--- src/rtl/dcache_wq_pkg.sv ---
// Shared types and constants for the dcache writeback queue.
// Line geometry is fixed here so the top, the match unit and the bench all agree on entry layout.
package dcache_wq_pkg;

    localparam int TAG_W   = 28;
    localparam int INDEX_W = 1;
    localparam int WORDS   = 2;
    localparam int WORD_W  = 32;

    // data[0] occupies the low 32 bits, matching the flat enqueue bus.
    typedef struct packed {
        logic [TAG_W-1:0]             tag;
        logic [INDEX_W-1:0]           index;
        logic [WORDS-1:0][WORD_W-1:0] data;
    } wq_entry_t;

    typedef enum logic [1:0] {
        IDLE = 2'd0,
        ADDR = 2'd1,
        DATA = 2'd2
    } wq_state_e;

endpackage

--- src/rtl/dcache_write_queue_match.sv ---
// Combinational lookup over queued lines; returns hit and the youngest matching line's data.
// Zero latency, no backpressure; data is forced to 0 on a miss.
module dcache_write_queue_match
    import dcache_wq_pkg::*;
#(
    parameter int DEPTH = 2,
    localparam int PTR_W = $clog2(DEPTH)
) (
    input  wq_entry_t                entries [DEPTH],
    input  logic [DEPTH-1:0]         occ,
    input  logic [PTR_W-1:0]         tail,
    input  logic [TAG_W-1:0]         q_tag,
    input  logic [INDEX_W-1:0]       q_index,
    output logic                     hit,
    output logic [WORDS*WORD_W-1:0]  data
);

    logic [PTR_W-1:0] idx;

    // Walk backwards from the newest slot so the first match found is the youngest.
    always_comb begin
        hit  = 1'b0;
        data = '0;
        idx  = '0;
        for (int k = 1; k <= DEPTH; k++) begin
            idx = tail - PTR_W'(k);
            if (!hit && occ[idx] &&
                entries[idx].tag == q_tag && entries[idx].index == q_index) begin
                hit  = 1'b1;
                data = entries[idx].data;
            end
        end
    end

endmodule

--- src/rtl/dcache_write_queue.sv ---
// Writeback FIFO of evicted lines; drains each as one address beat then WORDS data beats.
// Address valid two edges after enqueue into an idle empty queue; outputs held under backpressure.
module dcache_write_queue
    import dcache_wq_pkg::*;
#(
    parameter int DEPTH = 2
) (
    input  logic                     clock,
    input  logic                     reset,
    input  logic                     io_enq_valid,
    output logic                     io_enq_ready,
    input  logic [TAG_W-1:0]         io_enq_bits_tag,
    input  logic [INDEX_W-1:0]       io_enq_bits_index,
    input  logic [WORDS*WORD_W-1:0]  io_enq_bits_data,
    input  logic [TAG_W-1:0]         io_query_tag,
    input  logic [INDEX_W-1:0]       io_query_index,
    output logic                     io_query_hit,
    output logic [WORDS*WORD_W-1:0]  io_query_data,
    output logic                     io_addrRequest_valid,
    input  logic                     io_addrRequest_ready,
    output logic [TAG_W-1:0]         io_addrRequest_bits_tag,
    output logic [INDEX_W-1:0]       io_addrRequest_bits_index,
    output logic                     io_data_valid,
    input  logic                     io_data_ready,
    output logic [WORD_W-1:0]        io_data_bits,
    output logic                     io_dataLast,
    output logic                     io_empty
);

    localparam int PTR_W  = $clog2(DEPTH);
    localparam int CNT_W  = PTR_W + 1;
    localparam int WCNT_W = $clog2(WORDS);

    wq_state_e          state_q, state_d;
    logic [PTR_W-1:0]   head_q, head_d;
    logic [PTR_W-1:0]   tail_q, tail_d;
    logic [CNT_W-1:0]   count_q, count_d;
    logic [WCNT_W-1:0]  word_q, word_d;
    wq_entry_t          entries_q [DEPTH];
    wq_entry_t          entries_d [DEPTH];
    logic [DEPTH-1:0]   occ;

    logic enq_fire;
    logic data_fire;
    logic last_word;
    logic pop;

    assign io_enq_ready = (count_q != CNT_W'(DEPTH));
    assign io_empty     = (count_q == '0);
    assign enq_fire     = io_enq_valid && io_enq_ready;
    assign last_word    = (word_q == WCNT_W'(WORDS - 1));
    assign data_fire    = (state_q == DATA) && io_data_ready;
    assign pop          = data_fire && last_word;

    assign io_addrRequest_valid      = (state_q == ADDR);
    assign io_addrRequest_bits_tag   = entries_q[head_q].tag;
    assign io_addrRequest_bits_index = entries_q[head_q].index;
    assign io_data_valid             = (state_q == DATA);
    assign io_data_bits              = entries_q[head_q].data[word_q];
    assign io_dataLast               = last_word;

    always_comb begin
        state_d   = state_q;
        head_d    = head_q;
        tail_d    = tail_q;
        word_d    = word_q;
        entries_d = entries_q;

        case (state_q)
            IDLE: if (count_q != '0) state_d = ADDR;
            ADDR: begin
                if (io_addrRequest_ready) begin
                    state_d = DATA;
                    word_d  = '0;
                end
            end
            DATA: begin
                if (data_fire) begin
                    if (last_word) begin
                        state_d = IDLE;
                        head_d  = head_q + 1'b1;
                    end else begin
                        word_d = word_q + 1'b1;
                    end
                end
            end
            default: state_d = IDLE;
        endcase

        if (enq_fire) begin
            entries_d[tail_q].tag   = io_enq_bits_tag;
            entries_d[tail_q].index = io_enq_bits_index;
            entries_d[tail_q].data  = io_enq_bits_data;
            tail_d                  = tail_q + 1'b1;
        end

        count_d = count_q + CNT_W'(enq_fire) - CNT_W'(pop);
    end

    // Slot i is live when its distance from head is below the occupancy count.
    always_comb begin
        occ = '0;
        for (int i = 0; i < DEPTH; i++) begin
            occ[i] = ({1'b0, PTR_W'(i) - head_q} < count_q);
        end
    end

    always_ff @(posedge clock) begin
        if (!reset) begin
            state_q <= IDLE;
            head_q  <= '0;
            tail_q  <= '0;
            count_q <= '0;
            word_q  <= '0;
        end else begin
            state_q <= state_d;
            head_q  <= head_d;
            tail_q  <= tail_d;
            count_q <= count_d;
            word_q  <= word_d;
        end
    end

    // Line storage is gated by occupancy, so it needs no reset.
    always_ff @(posedge clock) begin
        entries_q <= entries_d;
    end

    dcache_write_queue_match #(.DEPTH(DEPTH)) u_match (
        .entries (entries_q),
        .occ     (occ),
        .tail    (tail_q),
        .q_tag   (io_query_tag),
        .q_index (io_query_index),
        .hit     (io_query_hit),
        .data    (io_query_data)
    );

endmodule
--- config.mk ---
export PLATFORM = sky130hd
export DESIGN_NAME = dcache_write_queue
export DESIGN_NICKNAME = d
export VERILOG_FILES = /design/src/rtl/dcache_wq_pkg.sv /design/src/rtl/dcache_write_queue_match.sv /design/src/rtl/dcache_write_queue.sv
export SDC_FILE = /design/constraint.sdc
export NUM_CORES = 1
export LEC_CHECK = 0
export CORE_AREA = 4 4 181 183
export DETAILED_ROUTE_END_ITERATION = 7
export DIE_AREA = 0 0 185 187
export HOLD_SLACK_MARGIN = 0.12
export PLACE_DENSITY = 0.76
export REMOVE_ABC_BUFFERS = 1
export SETUP_SLACK_MARGIN = 0.1
export SYNTH_ARGS = -nofsm -noshare
export SYNTH_HDL_FRONTEND = slang
export SYNTH_SLANG_ARGS = --single-unit
--- constraint.sdc ---
create_clock -name clock -period 6.6 [get_ports clock]
set_input_delay 1.98 -clock clock [delete_from_list [all_inputs] [get_ports clock]]
set_output_delay 1.98 -clock clock [all_outputs]
set_load 0.02 [all_outputs]
# After elaboration in Yosys (flattened, before gate mapping)
# Index checks and enable logic that the tools add are counted.
[totals]
regBits = 193
wordCells = 98
[classes]
n_reduce_logical = 17
mux = 37
magnitude_cmp = 9
bitwise = 3
eq_ne = 11
addsub = 8
[ops]
columns = ["cell", "count"]
rows = [
  ["$mux W93", 10],
  ["$bwmux W186", 3],
  ["$demux W93 S1", 3],
  ["$mux W64", 3],
  ["$mux W65", 1],
  ["$mux W32", 2],
  ["$eq A28 B28 Y1", 2],
  ["$logic_and A1 B1 Y1", 9],
  ["$mux W1", 9],
  ["$mux W2", 4],
  ["$ge A2 B2 Y1 const B", 3],
  ["$lt A1 B2 Y1 const B", 3],
  ["$ne A2 B1 Y1 const B", 3],
  ["$not A1 Y2", 3],
  ["$pmux W2 S3", 1],
  ["$reduce_and A3 Y1", 2],
  ["$logic_not A2 Y1", 2],
  ["$lt A1 B2 Y1", 2],
  ["$ne A2 B2 Y1 const B", 2],
  ["$reduce_and A4 Y1", 1],
  ["$reduce_bool A2 Y1", 2],
  ["$add A1 B1 Y1 const B", 3],
  ["$add A2 B1 Y2", 1],
  ["$eq A1 B1 Y1", 2],
  ["8 further kinds", 9],
]

# Depth between registers and ports, before layout
[depth]
word_depth = 14
depth_mapped = 10
ltp_nobuf = 8

# Modules after synthesis
# From an unflattened synthesis, not the netlist that was laid out.
[unflattened]
hier_cells = 1022
area_unflattened_um2 = 12369.4
[modules_own_cells]
columns = ["mod", "cells_each", "seq_area_each_um2", "instances", "area_each_um2"]
rows = [
  ["dcache_write_queue", 444, 5725.5, 1, 7967.6],
  ["dcache_write_queue_match", 578, 0.0, 1, 4401.7],
]

# Worst setup path after synthesis
# OpenSTA, ideal clock, no wires.
[synth_timing]
kind = "input port to flip-flop"
from = "input io_enq_valid"
to = "register entries_q[100] (netlist bit), enable pin"
t_arrival_ns = 5.963
setup_time_ns = 0.547
slack_ns = 0.090
stages = 2
path_cell_list = "nand2_1 > nor2_1"
[synth_between]
elab_chain_len = 1
[synth_lines]
columns = ["item", "line", "rtl"]
rows = [
  ["start: declaration", "dcache_write_queue.sv:10", "input logic io_enq_valid,"],
  ["$logic_and A1 B1 Y1", "dcache_write_queue.sv:50", "assign enq_fire = io_enq_valid && io_enq_ready;"],
  ["end signal: assignment", "dcache_write_queue.sv:126", "entries_q <= entries_d;"],
  ["end: declaration", "dcache_write_queue.sv:39", "wq_entry_t entries_q [DEPTH];"],
]
# No other way between the ends.
# A chain may end at the register's enable or synchronous reset.

# Worst setup path after layout
[layout_timing]
from = "input io_query_tag[13]"
to = "output io_query_data[46]"
[layout_between]
elab_chain_len = 9
word_cells_on_any_way = 11
cone_classes = "eq/ne: 2; mux: 3; reduce/logical: 6"
[layout_lines]
columns = ["item", "line", "rtl"]
rows = [
  ["start: declaration", "dcache_write_queue.sv:15", "input logic [TAG_W-1:0] io_query_tag,"],
  ["$eq A28 B28 Y1", "dcache_write_queue_match.sv:28", "entries[idx].tag == q_tag && entries[idx].index == q_index) begin"],
  ["$logic_and A1 B1 Y1", "dcache_write_queue_match.sv:27", "if (!hit && occ[idx] &&"],
  ["$logic_and A1 B1 Y1", "dcache_write_queue_match.sv:28", ""],
  ["$mux W1", "dcache_write_queue_match.sv:27", ""],
  ["$logic_not A1 Y1", "dcache_write_queue_match.sv:27", ""],
  ["$logic_and A1 B1 Y1 (2 in series)", "dcache_write_queue_match.sv:27", ""],
  ["$logic_and A1 B1 Y1", "dcache_write_queue_match.sv:28", ""],
  ["$mux W64 *", "dcache_write_queue_match.sv:27", ""],
  ["end: declaration", "dcache_write_queue.sv:18", "output logic [WORDS*WORD_W-1:0] io_query_data,"],
]
# Mark *: on every way between the ends. The rest lies on a longest branch, timed or not.

==> impl_metrics.json <==
{
  "status": "completed",
  "rsz0062_at_grt": "yes",
  "grt_usage": 0.182,
  "die_area_um2": 34600,
  "synth_seq_cells": 193,
  "layout_common_cells": "clkdlybuf4s50_1, edfxtp_1, mux2i_1",
  "clock_skew_ns": 0.0120,
  "grt_pass1_wl_um": 49300,
  "grt_pass1_vias": 8872,
  "drc": 0,
  "antenna_left": 0,
  "boundaryPins": 258,
  "synth_compound_area_frac": 0.00530,
  "power_density_nw_per_um2": 213,
  "worstPathMaxFanout": 33,
  "layout_commonest_cell": "clkdlybuf4s50_1",
  "synth_ff_type": "edfxtp_1",
  "dp_hpwl_um": 22000,
  "synthMuxAreaShare": 0.294,
  "slowest_delay_ns": 0.52,
  "synth_area_um2": 12300,
  "core_area_um2": 31200,
  "die_h_um": 187,
  "nFillCells": 2752,
  "synthXorXnorAreaFrac": 0.0449,
  "worst_slew_pin_slew_ns": 1.00,
  "hp-class": "reg -> reg",
  "synth_top_family_by_area": "multiplexers",
  "vias": 8530,
  "num_rows": 65,
  "synth_cell_types": 39,
  "avgViaCountPerCell": 5.29,
  "min_period_ns": 6.47,
  "crit_start": "io_query_tag[13]",
  "start_util": 0.393,
  "clock_sinks": 193,
  "firstDrtPassIters": 5,
  "synthArstFlopShare": 0,
  "clockBufferDepth": 2,
  "endpoint_kind": "output pin",
  "numPortBuffers": 257,
  "routedWlPerCell_um": 20.1,
  "fin_crit_sh": 0.981,
  "crit_required_ns": 4.62,
  "ys_warn_count": 0,
  "crit_type": "in -> out",
  "synth_edf_count": 186,
  "fin_util": 0.510,
  "gp_congestion": 0.790,
  "drive_gt1_frac": 0.207,
  "synth-simple-area-share": 0.149,
  "wl_um": 32500,
  "max_cap_violations": 0,
  "cp-endpoint": "io_query_data[46]",
  "post-place-cells": 1577,
  "crit_path_top_delay_cell": "clkdlybuf4s50_1",
  "synth_adder_area_share": 0.00204,
  "ff2ff_setup_slack_ns": 3.90,
  "fin_cells": 1613,
  "die_w_um": 185,
  "cts_tree": "done",
  "reg2regPathDepth": 3,
  "slew_headroom": 0.331,
  "slew_viol_final": 0,
  "synth_area_per_cell_um2": 12.8,
  "hold_buffers": 0,
  "area_growth_pct": 29.8,
  "regToRegEndpoint": "entries_q[123]$_DFFE_PP_",
  "antenna_found_initial": 4,
  "cp_data_arrival_time_ns": 4.49,
  "finalHoldViolations": 0,
  "r2r-start": "tail_q$_SDFFE_PN0P_",
  "start_kind": "input port",
  "htreeDepth": 4,
  "cts_root_buffer": "clkbuf_16",
  "cp_cell_sequence": "clkdlybuf4s50_1, xnor2_1, nor4_2, nand4_1, buf_4, clkbuf_16, or3_1, mux2i_1, clkdlybuf4s15_1",
  "ir_worst_vdd_mv": 0.141,
  "max_freq_ghz": 0.154,
  "p_leak_nw": 5.32,
  "insertion_delay_ns": 0.44,
  "grt_overflow": 0,
  "layout.nets": 1327,
  "grt_max_degree": 77,
  "clk_pin_slew_ns": 0.07,
  "finalSetupViolCount": 0,
  "yosysSeqAreaShare": 0.466,
  "cts_buffers": 17,
  "initialDrtViolationCount": 465,
  "synth_cells": 957
}
[kinds of logic after synthesis]
group / count (synthesis)
multiplexers: 309
AND/OR/NAND/NOR: 298
flip-flops: 193
buffers and inverters: 82
XOR/XNOR: 63
AO/OA/AOI/OAI: 10
adder cells (fa/ha/maj): 2
[worst min path at each step]
| stage | start | to | slack, ns | cells past startpoint |
|---|---|---|---|---|
| 2_1_floorplan | state_q[1]$_SDFFE_PN0P_ | state_q[0]$_SDFFE_PN0P_ | 0.45 | 1 |
| 3_3_place_gp | state_q[1]$_SDFFE_PN0P_ | state_q[0]$_SDFFE_PN0P_ | 0.47 | 1 |
| 3_5_place_dp | state_q[1]$_SDFFE_PN0P_ | state_q[0]$_SDFFE_PN0P_ | 0.49 | 1 |
| 4_1_cts | state_q[1]$_SDFFE_PN0P_ | state_q[0]$_SDFFE_PN0P_ | 0.50 | 1 |
| 5_1_grt | state_q[1]$_SDFFE_PN0P_ | state_q[0]$_SDFFE_PN0P_ | 0.53 | 1 |
| 6_report | state_q[1]$_SDFFE_PN0P_ | state_q[0]$_SDFFE_PN0P_ | 0.51 | 1 |
[Yosys cell counts (2+ instances only)]
cell,instances,area (um^2)
and2_1,68,425
nor4_1,8,50.1
ha_1,2,25.0
nor4_2,6,75.1
clkbuf_1,50,188
buf_4,2,15.0
mux2i_1,184,1840
mux2_2,93,1050
buf_2,11,55.1
buf_12,6,120
nand4_2,2,25.0
nand3_1,64,320
and3_1,2,12.5
nor2_1,2,7.51
dfxtp_1,7,140
buf_1,6,22.5
mux4_2,32,721
edfxtp_1,186,5590
nor2b_1,69,432
buf_6,5,56.3
nand2_1,8,30.0
o21ai_0,3,15.0
or3_1,64,400
xnor2_1,62,543
[state kept, by name, summed over array words and instances, names as in the netlist]
name         count
count_q          2
entries_q      186
head_q           1
io_dataLast      1
state_q          2
tail_q           1
[worst max-delay path: cells and delay by family]
kind / cells / cell delay [ns]
buf+inv: 4 / 1.24
xor+xnor: 1 / 0.13
mux: 1 / 0.19
simple gates: 3 / 0.93
[repair_timing]
item	in CTS	in global routing
gates cloned	0	1
resized for setup	76	61
pin swaps	2	3
setup endpoints to repair	63	43
buffers inserted	0	3
[area by class of cell]
type	count	area (um^2)	area share
well taps	402	503	0.0315
clock inverters	13	185	0.0116
clock buffers	17	425	0.0267
multi-input cells	682	6130	0.384
diodes	2	5.00	0.000314
flip-flops and latches	193	5730	0.360
repair buffers	303	2960	0.186
inverters	1	3.75	0.000235
[layer usage]
layer,wire length (um),global-route usage,vias to the layer above
li1,-,-,4059
met1,13300,0.224,4146
met2,16100,0.314,280
met3,2440,0.0502,41
met4,591,0.0519,4
met5,28,0,-
[power by group]
group          switching (mW)  internal, mW
sequential             0.0786          1.46
combinational           0.354         0.391
clock                   0.480         0.634
total                   0.913          2.48
[stage by stage]
stage | hold WS [ns] | cell area (um^2) | setup TNS, ns | power (mW) | setup WS, ns
final | 0.511 | 15900 | 0 | 3.40 | 0.127
after global routing | 0.535 | 15900 | 0 | 3.55 | 0.0571
after CTS | 0.501 | 16000 | 0 | 3.43 | 0.104
after detailed placement | 0.488 | 15400 | -17.77 | 2.31 | -0.398
after global placement | 0.470 | 15400 | -17.02 | 2.30 | -0.392
after floorplan | 0.446 | 11800 | -2138.11 | 2.08 | -11.12
Note: power is estimated with default switching activity, not from simulation.
